## src/rtl/alu_shift_sequencer.sv

```systemverilog
// alu_shift_sequencer: performs RV32I variable shifts (SLL/SRL/SRA) by
// driving a single-bit-shift ALU once per cycle. The ALU output is fed back
// as the next A operand until the shift amount is used up.
// Optional feature macro: SHIFT_SEQ_ABORT_EN (enables the abort input).
//
// state | meaning
// IDLE  | waiting for start; ALU held on pass-A
// SHIFT | one single-bit ALU shift per cycle, count decrementing
// DONE  | one-cycle completion; result and done valid together
module alu_shift_sequencer #(
   parameter int         n        = 32,
   parameter int         SHW      = 5,
   parameter logic [3:0] ALU_SLL  = 4'b1000,
   parameter logic [3:0] ALU_SRL  = 4'b0110,
   parameter logic [3:0] ALU_SRA  = 4'b0111,
   parameter logic [3:0] ALU_PASS = 4'b1111
) (
   input  logic           clk,
   input  logic           rst_n,
   input  logic           start,
   input  logic [1:0]     op,
   input  logic [n-1:0]   operand,
   input  logic [SHW-1:0] shamt,
   input  logic           abort,
   output logic [n-1:0]   alu_a,
   output logic [n-1:0]   alu_b,
   output logic [3:0]     alu_ctrl,
   input  logic [n-1:0]   alu_result,
   output logic           busy,
   output logic           done,
   output logic [n-1:0]   result
);

   typedef enum logic [1:0] {IDLE, SHIFT, DONE} state_t;

   state_t         state, state_nxt;
   logic [n-1:0]   acc, acc_nxt;
   logic [SHW-1:0] count, count_nxt;
   logic [1:0]     op_q, op_nxt;
   logic [3:0]     shift_code;
   logic           abort_hit;

`ifdef SHIFT_SEQ_ABORT_EN
   assign abort_hit = abort;
`else
   // Port kept for a uniform interface; the AND makes it a no-op.
   assign abort_hit = abort & 1'b0;
`endif

   // ALU code for the latched shift type; reserved op falls back to pass.
   always_comb begin
      shift_code = ALU_PASS;
      case (op_q)
         2'b00:   shift_code = ALU_SLL;
         2'b01:   shift_code = ALU_SRL;
         2'b10:   shift_code = ALU_SRA;
         default: shift_code = ALU_PASS;
      endcase
   end

   // Next-state, datapath update and ALU control.
   always_comb begin
      state_nxt = state;
      acc_nxt   = acc;
      count_nxt = count;
      op_nxt    = op_q;
      alu_ctrl  = ALU_PASS;
      case (state)
         IDLE: begin
            if (start) begin
               acc_nxt   = operand;
               count_nxt = shamt;
               op_nxt    = op;
               state_nxt = (shamt != '0 && op != 2'b11) ? SHIFT : DONE;
            end
         end
         SHIFT: begin
            alu_ctrl = shift_code;
            acc_nxt  = alu_result;
            if (count != '0)
               count_nxt = count - SHW'(1);
            if (abort_hit)
               state_nxt = IDLE;
            else if (count == SHW'(1))
               state_nxt = DONE;
         end
         DONE: begin
            state_nxt = IDLE;
         end
         default: state_nxt = IDLE;
      endcase
   end

   // State, accumulator, count and latched op registers.
   always_ff @(posedge clk or negedge rst_n) begin
      if (!rst_n) begin
         state <= IDLE;
         acc   <= '0;
         count <= '0;
         op_q  <= 2'b00;
      end else begin
         state <= state_nxt;
         acc   <= acc_nxt;
         count <= count_nxt;
         op_q  <= op_nxt;
      end
   end

   // Result captures the final accumulator on DONE entry so it rises with done.
   always_ff @(posedge clk or negedge rst_n) begin
      if (!rst_n)
         result <= '0;
      else if (state_nxt == DONE && state != DONE)
         result <= acc_nxt;
   end

   assign alu_a = acc;
   assign alu_b = '0;
   assign busy  = (state != IDLE);
   assign done  = (state == DONE);

endmodule
```

## config.mk

```make
export PLATFORM = sky130hd
export DESIGN_NAME = alu_shift_sequencer
export DESIGN_NICKNAME = d
export VERILOG_FILES = /design/src/rtl/alu_shift_sequencer.sv
export SDC_FILE = /design/constraint.sdc
export NUM_CORES = 1
export LEC_CHECK = 0
export CAP_MARGIN = 20
export CORE_ASPECT_RATIO = 1.2
export CORE_UTILIZATION = 41
export CTS_CLUSTER_SIZE = 12
export DETAILED_ROUTE_END_ITERATION = 7
export GPL_TIMING_DRIVEN = 0
export PLACE_DENSITY = 0.8
export SYNTH_ARGS = -nofsm -noshare
export SYNTH_HDL_FRONTEND = slang
export SYNTH_SLANG_ARGS = --single-unit
```

## constraint.sdc

```tcl
create_clock -name clk -period 2.5 [get_ports clk]
set_input_delay 0.25 -clock clk [delete_from_list [all_inputs] [get_ports clk]]
set_output_delay 0.25 -clock clk [all_outputs]
set_load 0.01 [all_outputs]
```

# Yosys cells after proc, flatten, opt, wreduce, memory -nomap -nowiden
# Cells that the tools add are included.
word_totals:
  word_cells: 37
  register_bits: 73
  out_inout_bits: 102
  in_bits: 75
classes:
  muxes: 11
  eq_ne: 10
  reduce_logical: 10
  addsub: 1
ops:
  columns: ["cell", "count"]
  rows:
  - ["$pmux 32 s2", 1]
  - ["$mux 32", 1]
  - ["$pmux 4 s3", 1]
  - ["$mux 5", 2]
  - ["$pmux 5 s2", 1]
  - ["$reduce_bool 5->1", 2]
  - ["$ne 2x2->1 const B", 4]
  - ["$eq 2x2->1 const B", 3]
  - ["$mux 2", 3]
  - ["$eq 5x1->1 const B", 1]
  - ["$sub 5x1->5 const B", 1]
  - ["$eq 2x1->1 const B", 2]
  - ["$logic_not 2->1", 2]
  - ["$mux 4", 1]
  - ["$pmux 2 s2", 1]
  - ["$reduce_bool 2->1", 2]
  - ["$reduce_and 3->1", 1]
  - ["$logic_and 1x1->1", 2]
  - ["$reduce_and 2->1", 1]

# Longest topological paths before layout
logic_depth:
  ltp_word: 7
  ltp_mapped: 7
  mapped_depth_nobuf: 6

# Least setup slack after synthesis
# Ideal clock, no wire load.
synth_timing:
  path_type: "flip-flop to flip-flop"
  start: "register count[1]"
  end: "register result[10]"
  path_slack_ns: 0.659
  period_less_slack_ns: 1.841
  required_time_ns: 2.373
  arrival_time_ns: 1.714
  n_path_buf: 1
  stages_incl_launch_ff: 8
  setup_ns: 0.127
  path_cell_list: "dfrtp_1 -> inv_1 -> ha_1 -> or4b_4 -> o32ai_2 -> a21oi_2 -> buf_6 -> mux2_1"
synth_between:
  elab_chain_cells: 5
synth_rtl:
  columns: ["element", "line", "source"]
  rows:
  - ["start: declaration", "38", "logic [SHW-1:0] count, count_nxt;"]
  - ["start signal: assignment", "104", "count <= count_nxt;"]
  - ["$eq 5x1->1", "84", "else if (count == SHW'(1))"]
  - ["$mux 2", "84", null]
  - ["$pmux 2 s2", "68", "case (state)"]
  - ["$eq 2x2->1", "113", "else if (state_nxt == DONE && state != DONE)"]
  - ["$logic_and 1x1->1", "113", null]
  - ["end signal: assignment", "114", "result <= acc_nxt;"]
  - ["end: declaration", "31", "output logic [n-1:0] result"]
# No other way between the ends.
# A chain may end at the register's enable or synchronous reset.

# Worst setup path after layout
layout_timing:
  start: "register state[1]"
  end: "output alu_ctrl[2]"
layout_between:
  elab_chain_cells: 2
layout_rtl:
  columns: ["element", "line", "source"]
  rows:
  - ["start: declaration", "36", "state_t state, state_nxt;"]
  - ["start signal: assignment", "102", "state <= state_nxt;"]
  - ["$eq 2x1->1", "68", null]
  - ["$mux 4", "68", null]
  - ["end: declaration", "27", "output logic [3:0] alu_ctrl,"]
# No other way between the ends.

==> metrics.txt <==
outcome=finished, final reports clean; Register Area=1830 µm²; Root Buffer=clkbuf_8; later-pin clock latency in the skew report=350 ps; f_max=0.424 GHz; fin area=5660 µm²; WL per Instance=16.6 µm; Reg clk slew, reported paths=80 ps; Final Util=0.650; Rel. slew slack=0.633; power share of the clock group=0.158; layout cells sized above 1=0.137; CTS tree=built; routability congestion estimate=0.863; drt initial violations=196; Placed Cells=644; CP Launch Point=state[1]$_DFF_PN0_; # Max-Cap Violations=0; flops & latches, synth=73; Vias=3,293; ant diodes=0; PD cells=1150 nW/µm²; Synth top area share=0.491; placed wire-length estimate=8100 µm; vias per cell=5.00; total track usage=0.235; area leader, netlist=dfrtp_1; Setup crit start kind=flip-flop; CP Capture Type=output port; nets=618; fin. max-slew vios=0; WP data arrival=2110 ps; worst hold path class=in2async; Die H=106 µm; Residual DRC=0; Row Count=37; Crit Path Class=reg2out; sequential share of the synthesized area=0.491; DRT antenna net count=0; final wirelength=10,900 µm; core area=8700 µm²; RSZ-0062 raised after global routing=no; H-tree depth=3; final count of negative-setup-slack endpoints=0; Tightest Pin Transition=550 ps; Mapped Cells=352; Synth Warn #=0; Tmin final=2360 ps; IO Port Bufs=143; vias in the first global route=3,231; switching pwr=2.41 mW; Syn Area/Cell=10.6 µm²; Yosys cell types=35; internal power=4.11 mW; total clock sinks=73; postcts setup bufs=0; Area growth syn-to-layout=52.1%; Final Skew=9.38 ps; Final Hold Viols=0; placed cell area=5430 µm²; Worst Reg-to-Reg Cells=7; largest net degree at the start of global routing=39; Worst Path Required=2250 ps; initial antenna violation count=0; Comb power frac=0.510; Final Cycle Share=0.943; fin cells=659; Worst Hold Margin=408 ps; IO Pins=177; Max Root-Sink Buffers=2; Cell Area, Synth=3720 µm²; CTS buffer count=9; leakage=2.50 nW; fillers=721; area of the multi-input gates=1620 µm²; register share of total power=0.332; first-pass GRT wire length=16,600 µm; ranking of synthesized cells by area=dfrtp_1, mux2_1, buf_4; Net Sw Frac=0.369; Worst R2R Start=state[1]$_DFF_PN0_; IR drop worst, VDD=634 µV; critical path peak fanout=19; Die X=89.0 µm; Congestion Overflow GR=0; Initial Util=0.427; die area=9460 µm²; Post-Route Setup TNS=0 ps; DR pass1 iterations=4
## registers in the layout, indices dropped and copies added, names as in the netlist
register  flops
alu_a        32
result       32
count         5
op_q          2
state         2
## power groups by stage
stage	clock (mW)	sequential, mW	combinational (mW)
floorplan	0	2.35	1.39
global placement	0	2.14	3.25
detailed placement	0	2.17	3.34
CTS	1.04	2.16	3.35
global route	1.10	2.24	3.60
finish	1.03	2.16	3.32
## metrics by stage
step,worst slack (ps),total power [mW]
after global routing,30.3,6.93
after global placement,-1330,5.39
after detailed placement,76.0,5.51
after CTS,35.1,6.55
after floorplan,659,3.74
final,143,6.51
## cell usage in the layout (no fill, tap or decap), types with 2 or more instances in the layout
master,n
buf_2,8
ha_1,6
clkdlybuf4s50_1,142
a21oi_1,39
nor2_1,5
nor2b_1,35
or3_1,3
o21ai_0,37
nand2_1,7
o21ai_1,2
inv_1,6
buf_6,3
nand2b_1,2
nor3_1,2
mux2_2,3
nor3b_1,2
clkinv_4,2
clkbuf_8,9
dfrtp_1,73
conb_1,32
mux2_1,27
bufinv_16,2
a22oi_1,32
mux2_4,2
buf_4,34
clkbuf_1,9
## logic make-up (layout without fill, tap and decap cells)
logic type      after synthesis  count (layout)  share of synthesized area
flops                        73              73                      0.491
buf+inv                      62             221                      0.105
mux                          32              32                     0.0989
other cells                   1              32                    0.00101
compound gates              117             117                      0.187
fa+ha+maj                     6               6                     0.0202
simple gates                 61              61                     0.0972
## cells in the mapped netlist
master,instances
o21ai_1,2
conb_1,1
a21oi_2,1
buf_4,33
o21ai_0,37
o21bai_1,1
nand2b_1,2
mux2_2,3
a21oi_1,39
nor2b_1,35
mux2_1,27
ha_1,6
buf_1,1
or4_1,1
a211oi_1,1
nor2_1,5
clkbuf_1,10
or3_1,3
inv_1,6
nand2_1,7
o22ai_1,1
nor3b_1,2
a311oi_1,1
buf_6,3
o32ai_2,1
or4b_4,1
mux2_4,2
nor3_1,2
a31o_2,1
buf_2,9
a22oi_1,32
or2_2,1
dfrtp_1,73
and3_1,1
or3_2,1
## cell type report
class	instances	share of cell area
repair buffers	145	0.258
multi-input cells	248	0.286
plain buffers	54	0.0644
well taps	117	0.0259
clock buffers	10	0.0226
flip-flops and latches	73	0.323
clock inverters	6	0.0161
inverters	6	0.00398
## worst max-delay path: stages (launching register included)
cell and delay [ps]:
dfrtp_1 410, buf_2 200, nor2b_1 120, clkbuf_4 300
nand2_1 130, buf_4 140, clkdlybuf4s50_1 460
## routing by layer
metal / up-vias / wire, µm / track usage / share of wire
li1: 1552 / - / - / -
met1: 1569 / 4220 / 0.278 / 0.39
met2: 152 / 5650 / 0.405 / 0.52
met3: 20 / 752 / 0.0551 / 0.069
met4: 0 / 295 / 0.0975 / 0.027
met5: - / 0 / 0 / 0
## final timing paths
kind	slack, ps	end
max reg2reg	450	result[22]$_DFFE_PN0P_
max in group asynchronous	1530	result[3]$_DFFE_PN0P_
min reg2reg	490	result[9]$_DFFE_PN0P_
min	410	alu_a[21]$_DFF_PN0_
max	140	alu_ctrl[2]
min in group clk	490	result[9]$_DFFE_PN0P_
## what timing repair did
item | CTS | global route
hold buffers | 1 | 0
endpoints found under the setup margin | 3 | 3
resized for setup | 0 | 3
endpoints found under the hold margin | 35 | 0
No activity file was read; power rests on OpenSTA's default activity.
